===== config.mk =====
export PLATFORM = sky130hd
export DESIGN_NAME = l1d_evict_wb_buf
export DESIGN_NICKNAME = d
export VERILOG_FILES = /design/src/rtl/l1d_evict_wb_buf.sv
export SDC_FILE = /design/constraint.sdc
export NUM_CORES = 1
export LEC_CHECK = 0
export CORE_ASPECT_RATIO = 1.5
export CORE_UTILIZATION = 30
export DETAILED_ROUTE_END_ITERATION = 10
export MAX_ROUTING_LAYER = met4
export SETUP_SLACK_MARGIN = 0.02
export SLEW_MARGIN = 5
export SYNTH_ARGS = -nofsm -noshare
export SYNTH_HDL_FRONTEND = slang
export SYNTH_SLANG_ARGS = --single-unit

===== constraint.sdc =====
create_clock -name clk -period 10.4 [get_ports clk]
set_input_delay 1.04 -clock clk [delete_from_list [all_inputs] [get_ports clk]]
set_output_delay 1.04 -clock clk [all_outputs]
set_load 0.03 [all_outputs]

===== src/rtl/l1d_evict_wb_buf.sv =====
// L1D eviction write-back buffer: captures evicted line beats and forwards
// them downstream under credit flow control, signalling line completion.
module l1d_evict_wb_buf #(
    parameter int TAG_W      = 4,
    parameter int INDEX_W    = 4,
    parameter int OFFSET_W   = 2,
    parameter int DATA_W     = 64,
    parameter int ID_W       = 5,
    parameter int CREDIT_NUM = 4,
    parameter int BUF_DEPTH  = 8
) (
    input  logic                clk,
    input  logic                rst,
    input  logic                evict_vld,
    output logic                evict_rdy,
    input  logic [TAG_W-1:0]    evict_tag,
    input  logic [INDEX_W-1:0]  evict_index,
    input  logic [OFFSET_W-1:0] evict_offset,
    input  logic [DATA_W-1:0]   evict_data,
    input  logic                evict_last,
    input  logic [ID_W-1:0]     evict_id,
    output logic                down_vld,
    output logic [TAG_W-1:0]    down_tag,
    output logic [INDEX_W-1:0]  down_index,
    output logic [OFFSET_W-1:0] down_offset,
    output logic [DATA_W-1:0]   down_data,
    output logic                down_last,
    input  logic                down_credit_ret,
    output logic                done_vld,
    output logic [ID_W-1:0]     done_id,
    output logic                busy,
    output logic                credit_err
);

    localparam int PW   = $clog2(BUF_DEPTH);
    localparam int CNTW = $clog2(BUF_DEPTH + 1);
    localparam int CRW  = $clog2(CREDIT_NUM + 1);
    localparam logic [CNTW-1:0]     FULL     = CNTW'(BUF_DEPTH);
    localparam logic [CRW-1:0]      CMAX     = CRW'(CREDIT_NUM);
    localparam logic [OFFSET_W-1:0] LAST_OFF = '1;

    typedef struct packed {
        logic [TAG_W-1:0]    tag;
        logic [INDEX_W-1:0]  index;
        logic [OFFSET_W-1:0] offset;
        logic [DATA_W-1:0]   data;
        logic                last;
        logic [ID_W-1:0]     id;
    } beat_t;

    beat_t mem_q [BUF_DEPTH];
    beat_t in_beat;
    beat_t head;

    logic [PW-1:0]       wr_ptr_q, wr_ptr_d;
    logic [PW-1:0]       rd_ptr_q, rd_ptr_d;
    logic [CNTW-1:0]     count_q, count_d;
    logic [CRW-1:0]      credit_q, credit_d;
    logic [OFFSET_W-1:0] bcnt_q, bcnt_d;
    logic                cerr_q, cerr_d;

    logic                down_vld_q;
    logic [TAG_W-1:0]    down_tag_q;
    logic [INDEX_W-1:0]  down_index_q;
    logic [OFFSET_W-1:0] down_offset_q;
    logic [DATA_W-1:0]   down_data_q;
    logic                down_last_q;
    logic                done_vld_q;
    logic [ID_W-1:0]     done_id_q;

    logic push;
    logic pop;

    assign in_beat = '{tag:    evict_tag,
                       index:  evict_index,
                       offset: evict_offset,
                       data:   evict_data,
                       last:   evict_last,
                       id:     evict_id};
    assign head = mem_q[rd_ptr_q];

    // No bypass: a full FIFO stays not-ready even if it pops this cycle
    assign evict_rdy = !rst && (count_q != FULL);
    assign push      = evict_vld && evict_rdy;
    assign pop       = (count_q != '0) && (credit_q != '0);

    always_comb begin
        wr_ptr_d = wr_ptr_q;
        rd_ptr_d = rd_ptr_q;
        count_d  = count_q;
        credit_d = credit_q;
        cerr_d   = cerr_q;
        bcnt_d   = bcnt_q;
        if (push) wr_ptr_d = wr_ptr_q + PW'(1);
        if (pop)  rd_ptr_d = rd_ptr_q + PW'(1);
        case ({push, pop})
            2'b10:   count_d = count_q + CNTW'(1);
            2'b01:   count_d = count_q - CNTW'(1);
            default: ;
        endcase
        case ({pop, down_credit_ret})
            2'b10: credit_d = credit_q - CRW'(1);
            2'b01: begin
                if (credit_q == CMAX) cerr_d = 1'b1;
                else                  credit_d = credit_q + CRW'(1);
            end
            default: ;
        endcase
        // Line framing check: last must coincide with the final beat slot
        if (push) begin
            if (evict_last != (bcnt_q == LAST_OFF)) cerr_d = 1'b1;
            bcnt_d = evict_last ? '0 : bcnt_q + OFFSET_W'(1);
        end
    end

    always_ff @(posedge clk) begin
        if (push) mem_q[wr_ptr_q] <= in_beat;
    end

    always_ff @(posedge clk or posedge rst) begin
        if (rst) begin
            wr_ptr_q      <= '0;
            rd_ptr_q      <= '0;
            count_q       <= '0;
            credit_q      <= CMAX;
            cerr_q        <= 1'b0;
            bcnt_q        <= '0;
            down_vld_q    <= 1'b0;
            down_tag_q    <= '0;
            down_index_q  <= '0;
            down_offset_q <= '0;
            down_data_q   <= '0;
            down_last_q   <= 1'b0;
            done_vld_q    <= 1'b0;
            done_id_q     <= '0;
        end else begin
            wr_ptr_q   <= wr_ptr_d;
            rd_ptr_q   <= rd_ptr_d;
            count_q    <= count_d;
            credit_q   <= credit_d;
            cerr_q     <= cerr_d;
            bcnt_q     <= bcnt_d;
            down_vld_q <= pop;
            done_vld_q <= pop && head.last;
            if (pop) begin
                down_tag_q    <= head.tag;
                down_index_q  <= head.index;
                down_offset_q <= head.offset;
                down_data_q   <= head.data;
                down_last_q   <= head.last;
            end
            if (pop && head.last) done_id_q <= head.id;
        end
    end

    assign down_vld    = down_vld_q;
    assign down_tag    = down_tag_q;
    assign down_index  = down_index_q;
    assign down_offset = down_offset_q;
    assign down_data   = down_data_q;
    assign down_last   = down_last_q;
    assign done_vld    = done_vld_q;
    assign done_id     = done_id_q;
    assign credit_err  = cerr_q;
    assign busy        = (count_q != '0) || down_vld_q || (credit_q != CMAX);

endmodule


=== Word-level counts from Yosys, hierarchy flattened ===
Memories as Yosys holds them, arrays and structs flattened.
Cells that the tools add are included.

* $add $sub $neg: 7
* Muxes and demuxes: 10
* Eq/ne operators: 10
* Reduce and logical (&&, ||, !) cells: 12

{| class="wikitable"
|+ Operator list
! kind !! number
|-
| adder 3 x 1 -> 3 bit, second input constant || 3
|-
| one-hot mux 4 bit (2 select lines) || 1
|-
| == test 2 bit, second input constant || 3
|-
| two-way mux 1 bit || 6
|-
| one-hot mux 3 bit (2 select lines) || 1
|-
| adder 4 x 1 -> 4 bit, second input constant || 1
|-
| == test 2 x 1 -> 1 bit, second input constant || 2
|-
| logical AND 1 bit || 4
|-
| != test 4 bit, second input constant || 1
|-
| nonzero test 2 bit || 2
|-
| nonzero test 4 bit || 1
|-
| subtractor 4 x 1 -> 4 bit, second input constant || 1
|-
| == test 3 bit, second input constant || 1
|-
| two-way mux 3 bit || 1
|-
| != test 3 bit, second input constant || 1
|-
| nonzero test 3 bit || 1
|-
| subtractor 3 x 1 -> 3 bit, second input constant || 1
|-
| adder 2 x 1 -> 2 bit, second input constant || 1
|-
| logical OR 1 bit || 2
|-
| two-way mux 2 bit || 1
|-
| != test 2 bit, second input constant || 1
|-
| AND reduction 2 bit || 1
|-
| zero test 1 bit || 1
|-
| != test 1 bit || 1
|}

* Bits in writable memories: 640
* Output and inout bits: 85
* Register bits: 98
* Logic and storage cells: 54
* Memories: 1
* Bits of input ports: 84

{| class="wikitable"
|+ Memories
! name !! words !! bits a word !! rd ports !! clocked after Yosys merged registers in !! write ports !! line !! text
|-
| mem_q || 8 || 80 || 1 || 0 || 1 || 51 || <nowiki>beat_t mem_q [BUF_DEPTH];</nowiki>
|}

=== Logic depth before layout (Yosys ltp) ===
Gate-level depths: netlist of run 1.

* Word-level depth: 6
* Depth in mapped cells: 13
* Depth with buffers taken out: 10

=== Worst setup path before layout of run 1 ===
OpenSTA, ideal clock, no wires.

* Kind: input -> register
* From: in evict_vld
* To: mem mem_q[4][0] (netlist bit), enable pin
* Path buffers: 0
* Stages on the path: 4
* Setup slack: -0.248 ns
* Data required time: 9.656 ns
* Setup time: 0.744 ns
* Data arrival time: 9.904 ns
* Cell sequence: inv_1 a211oi_2 inv_2 nor4b_1

* Longest elaborated chain between the ends: 3

{| class="wikitable"
|+ Ends and longest elaborated chain
! item !! line !! text
|-
| start, declared || 14 || <nowiki>input logic evict_vld,</nowiki>
|-
| logical AND 1 bit || 84 || <nowiki>assign push = evict_vld && evict_rdy;</nowiki>
|-
| two-way mux 1 bit || 117 || <nowiki>if (push) mem_q[wr_ptr_q] <= in_beat;</nowiki>
|-
| two-way mux 1 bit (not written as such) || 117 ||
|-
| end, declared || 51 ||
|}

No other way between the ends.

=== Final worst setup path of run 1 ===
* From: in rst
* To: mem mem_q[5][36] (netlist bit), enable pin

* Longest elaborated chain between the ends: 5

{| class="wikitable"
|+ Ends and longest elaborated chain
! item !! line !! text
|-
| start, declared || 13 || <nowiki>input logic rst,</nowiki>
|-
| zero test 1 bit (no source line) || n/a ||
|-
| logical AND 1 bit || 83 || <nowiki>assign evict_rdy = !rst && (count_q != FULL);</nowiki>
|-
| logical AND 1 bit || 84 ||
|-
| two-way mux 1 bit || 117 ||
|-
| two-way mux 1 bit (not written as such) || 117 ||
|}

No other way between the ends.

==> results of run 1 <==
[worst reg2reg max path: cells and delay by family (launching register included)]
family                 cells  cell delay, ps
AO/OA/AOI/OAI              1             690
buffers and inverters      2            1280
flip-flops                 1             510
AND/OR/NAND/NOR            3             760
[area by class of cell]
type / instances / area, um2
diodes: 7 / 17.5
repair buffers: 197 / 1910
multi-input cells: 468 / 5750
clock buffers: 106 / 2070
fillers: 8346 / 58600
flip-flops and latches: 738 / 21700
clock inverters: 27 / 225
inverters: 3 / 16.3
well taps: 1173 / 1470
[kinds of logic after synthesis]
group	after synthesis
DFF	738
and+or+nand+nor	111
buffers and inverters	69
adders and majority gates	7
muxes	252
xor gates and xnor gates	11
AOI/OAI and AO/OA	87
[metal layers]
metal,share of wire (%),global-route usage [%]
met1,39,14.8
met2,54,23.7
met3,4.7,3.05
met4,2.0,4.35
met5,0,-
[per-stage QoR]
| step | hold WS (ps) | TNS [ps] | instances | utilization (%) | power, uW |
|---|---|---|---|---|---|
| 2_1_floorplan | 485 | -39410 | 1275 | - | 5980 |
| 3_3_place_gp | 501 | 0 | 2579 | 33.6 | 6860 |
| 3_5_place_dp | 516 | 0 | 2579 | 33.6 | 6920 |
| 4_1_cts | 529 | 0 | 2712 | 36.1 | 9490 |
| 5_1_grt | 549 | 0 | 2719 | 36.1 | 9760 |
| 6_report | 517 | 0 | 2719 | 36.1 | 9300 |
[cells in the final DEF (no fill, tap or decap), drive strengths merged, types with 2 or more instances in the layout]
cell type | netlist | final
nor2 | 82 | 82
diode | 0 | 7
nand3 | 4 | 4
clkdlybuf4s50 | 0 | 168
ha | 6 | 6
clkinvlp | 0 | 2
nand2 | 7 | 7
buf | 56 | 29
mux2i | 77 | 77
nand2b | 2 | 2
clkinv | 0 | 19
o21ai | 3 | 3
inv | 3 | 8
nand3b | 2 | 2
dfrtp | 97 | 97
nor3b | 2 | 2
a21oi | 77 | 77
nor4b | 2 | 2
mux4 | 159 | 159
xnor2 | 4 | 4
nor4 | 2 | 2
xor2 | 7 | 7
mux2 | 16 | 16
nor3 | 4 | 4
edfxtp | 640 | 640
clkbuf | 10 | 106
[flip-flops by register name (all words and copies together), names as in the netlist]
name         cells
credit_err       1
down_offset      2
down_data       64
bcnt_q           2
done_vld         1
rd_ptr_q         3
down_vld         1
down_tag         4
down_index       4
wr_ptr_q         3
count_q          4
down_last        1
mem_q          640
done_id          5
credit_q         3
[worst paths after layout]
kind / startpoint / endpoint / slack (ps) / cells after the start
max reg2reg: count_q[1]$_DFFE_PP0P_ / mem_q[5][36]$_DFFE_PP_ / 6760 / 6
min reg2reg: done_id[4]$_DFFE_PP0P_ / done_id[4]$_DFFE_PP0P_ / 520 / 1
min: done_id[4]$_DFFE_PP0P_ / done_id[4]$_DFFE_PP0P_ / 520 / 1
max: rst / mem_q[5][36]$_DFFE_PP_ / 6540 / 6
min in group asynchronous: rst / credit_err$_DFF_PP0_ / 870 / 2
max in group asynchronous: rst / rd_ptr_q[0]$_DFFE_PP0P_ / 8170 / 3
[report_power, final]
group	switching (uW)	total (uW)	internal (uW)
clock	1110	2540	1420
sequential	283	3930	3640
combinational	1530	2830	1310
==> impl_metrics.toml, run 1 <==
[logic_synthesis]
ys_ff_latch = 738
syn_nets = 1366
yosysWarnings = 0
synthTopCellsByCount = "edfxtp_1, mux4_2, dfrtp_1, nor2_1"
ys_top_cells_by_area = "edfxtp_1, mux4_2, dfrtp_1, mux2i_1, a21oi_1"
synth-adder-area-share_pct = 0.343
synth_top_area_share_pct = 69.3
synth_top_family_by_area = "multiplexers"
synth_ff_type = "edfxtp_1"
synth_area_um2 = 27700
synth-simple-area-share_pct = 1.76
syn_inst = 1275
yosys.area.top_type = "edfxtp_1"
async_flop_share_pct = 13.3
synthMuxAreaShare_pct = 16.4
synth_compound_area_share_pct = 1.68
synth_area_per_cell_um2 = 21.8
synth_edf_count = 640
seq_area_frac_synth_pct = 78.1
yosys.cell_types.count = 41
synth_most_common_cell = "edfxtp_1"
synthXorXnorAreaFrac_pct = 0.347

[final_layout]
area_growth_pct = 19.4
final_nets = 1571
final_area_um2 = 33100
drive_above_1_share_pct = 21.2

[placement]
dp_slack_ps = 5790
place_congestion = 0.716
post_dp_cell_area_um2 = 30800
port_buffers = 168
hpwl_um = 35000

[routing]
ant_nets = 0
drt_iter0_drc = 679
wirelength_um = 59800
via_per_inst = 4.66
drc = 0
wl_per_cell_um = 22.0
firstDrtPassIters = 5
num_vias = 12700

[global_route]
grt_pass1_wl_um = 89800
gr-usage-all-layers_pct = 13.4
grt_pass1_vias = 13900
grt_max_degree = 94
grt_overflow = 0
antenna_found_initial = 9

[power_and_ir_drop]
p_leak_uw = 0.0108
vdd_ir_drop_max_mv = 0.134
powerDensity_nw_per_um2 = 280

[worst_setup_path]
critPathArrivalTime_ps = 4120
critPathSlowestCell = "buf_4"
start_kind = "primary input"
crit_path_max_incr_delay_ps = 680
crit_required_ps = 10660
path_class = "primary input to flip-flop"
cp_cell_sequence = "clkdlybuf4s50_1, a211oi_2, nand2_1, nor3b_2, buf_4, buf_4"
timing.critical_path.mode_cell = "buf_4"
path_buf_inv = 3
end_kind = "flip-flop"
cp_top_family = "buffers and inverters"
cp_max_fo = 42

[sta]
drv_slew = 0
worstMarginPinSlew_ps = 1030
skew_ps = 23.3
post-route-min-period_ps = 3860
setup_violations = 0
post-route-period-util_pct = 37.1
fmax_mhz = 259
slew_headroom_pct = 31.5
setup_ws_ps = 6540
rsz0062_at_grt = "false"
hold_viol_final = 0

[clock_network]
htreeDepth = 3
clock-root-buffer = "clkbuf_16"
cts_setup_buffers = 0
hold_buffers = 0
cts_resized = 0
cts_tree = "built"
insertion_delay_ps = 650
cts_max_path_buffers = 3
path_clk_slew_ps = 60
numCtsBuffers = 72
cts_num_sinks = 738

[die]
die_x_um = 250
dieArea_um2 = 93700
rows = 136
io_pins = 169
start_util_pct = 30.3
core_um2 = 91700
fp.dieH_um = 374

[run_status]
status = "finished, final reports clean"

[min_path]
hold_class = "flip-flop to flip-flop"

[flow_run]
max_cap_violations = 0
Power figures use the tool's default switching activity.
==> run 2, diff against run 1 <==
Clock period 10.4 ns to 3.6 ns, I/O delays scaled along.
==> run 2 against run 1 <==
Against the previous run:
- register-to-register slack got worse by 6000 ps
- global-route usage increased by 0.16 points
- sequential share of layout area fell by 0.75 points
- final area rose by 1.2%
- clock power grew to 2.9 times the previous value
- critical path depth is 1 lower
- clock-buffer cell count shrank 13
- setup slack worse by 5800 ps
- utilization rose by 0.43 points
- worst hold slack lost 100 ps
- sequential power rose to 2.9 times the previous value
- critical path type is now flip-flop to flip-flop
- critical endpoint is now mem_q[1][65]$_DFFE_PP_
==> impl_metrics.toml, run 2 (synthesized netlist as in run 1, its figures left out) <==
[routing]
drc = 0
wirelength_um = 60400
wl_per_cell_um = 22.1
ant_nets = 0
via_per_inst = 4.65
firstDrtPassIters = 5
num_vias = 12700
drt_iter0_drc = 770

[final_layout]
final_area_um2 = 33500
area_growth_pct = 20.9
regMostFlops = "mem_q"
mostFrequentLayoutCells = "edfxtp_1, clkdlybuf4s50_1, mux4_2"
drive_above_1_share_pct = 22.0
largest_reg_flops = 640
register_area_um2 = 21700
multi_input_area_um2 = 5820
final_common_cell = "edfxtp_1"
fillers = 8273
final_nets = 1578
stdcell_count = 2730

[worst_setup_path]
crit_required_ps = 3910
ff2ff_setup_slack_ps = 710
critPathSlowestCell = "nor3_4"
cp_top_family = "simple AND/OR/NAND/NOR gates"
crit_path_max_incr_delay_ps = 670
cp_max_fo = 22
end_kind = "flip-flop"
start_kind = "flip-flop"
critPathArrivalTime_ps = 3200
cp_cell_sequence = "nor3_2, a211oi_4, nand2_1, nor3_4, buf_12"
path_buf_inv = 1
path_class = "flip-flop to flip-flop"

[clock_network]
path_clk_slew_ps = 70
hold_buffers = 0
clock-root-buffer = "clkbuf_16"
insertion_delay_ps = 630
numCtsBuffers = 70
htreeDepth = 3
cts_resized = 0
cts_setup_buffers = 0
cts_tree = "built"
cts_num_sinks = 738
cts_max_path_buffers = 3

[placement]
port_buffers = 168
dp_slack_ps = 440
dp_cells = 2588
place_congestion = 0.723
post_dp_cell_area_um2 = 31200
hpwl_um = 36300

[sta]
hold_viol_final = 0
rsz0062_at_grt = "false"
fmax_mhz = 346
setup_violations = 0
slew_headroom_pct = 28.1
post-route-period-util_pct = 80.3
skew_ps = 20.8
timing.setup.tns_ps = 0
post-route-min-period_ps = 2890
worstMarginPinSlew_ps = 1080
drv_slew = 0
setup_ws_ps = 711

[power_and_ir_drop]
powerDensity_nw_per_um2 = 812
vdd_ir_drop_max_mv = 0.418
p_leak_uw = 0.0110

[global_route]
gr-usage-all-layers_pct = 13.5
grt_overflow = 0
grt_pass1_wl_um = 91500
antenna_found_initial = 15
grt_pass1_vias = 14000
grt_max_degree = 96

[flow_run]
max_cap_violations = 0

[die]
dieArea_um2 = 93700
die_x_um = 250
core_um2 = 91700
fp.dieH_um = 374
start_util_pct = 30.3
rows = 136
io_pins = 169

[min_path]
hold_class = "primary input to asynchronous set/reset pin"

[run_status]
status = "finished, final reports clean"
[run 2: per-stage QoR]
stage	power [uW]	util (%)	hold slack, ps
6_report	27200	36.6	417
5_1_grt	28600	36.6	465
4_1_cts	27800	36.5	415
3_5_place_dp	20300	34.0	517
3_3_place_gp	20100	34.0	485
2_1_floorplan	17300	-	459
[run 2: cell type report]
type / count / area share (%)
clock buffer: 93 / 5.79
tap: 1173 / 4.38
timing repair buffer: 206 / 6.54
multi-input combinational: 468 / 17.3
clock inverter: 36 / 1.14
inverter: 3 / 0.0560
antenna: 13 / 0.0970
sequential: 738 / 64.7
[run 2: worst register-to-register path: stages, from the launching register on]
cell      delay, ps
dfrtp_1         500
nor3_2          120
a211oi_4        590
nand2_1         400
nor3_4          670
buf_12          270
[run 2: path summary, 6_finish.rpt]
check	to	cells after the start	from
max in group asynchronous	down_data[46]$_DFFE_PP0P_	3	rst
setup reg to reg	mem_q[1][65]$_DFFE_PP_	5	count_q[1]$_DFFE_PP0P_
setup / recovery	mem_q[1][65]$_DFFE_PP_	5	count_q[1]$_DFFE_PP0P_
hold reg to reg	down_data[14]$_DFFE_PP0P_	2	down_data[14]$_DFFE_PP0P_
min in group clk	mem_q[4][8]$_DFFE_PP_	1	evict_data[2]
hold / removal	count_q[3]$_DFFE_PP0P_	2	rst
[run 2: routing by layer]
| metal | track usage [%] | vias to the layer above | wire, um |
|---|---|---|---|
| li1 | - | 5655 | - |
| met1 | 15.4 | 6736 | 24300 |
| met2 | 23.4 | 241 | 31800 |
| met3 | 3.44 | 75 | 3210 |
| met4 | 4.19 | 0 | 1060 |
| met5 | - | - | 0 |
[run 2: power by group]
group	internal (uW)	switching (uW)	leakage (uW)
Combinational	3940	4510	0.00295
Clock	4160	3250	0.00111
Sequential	10500	846	0.00690
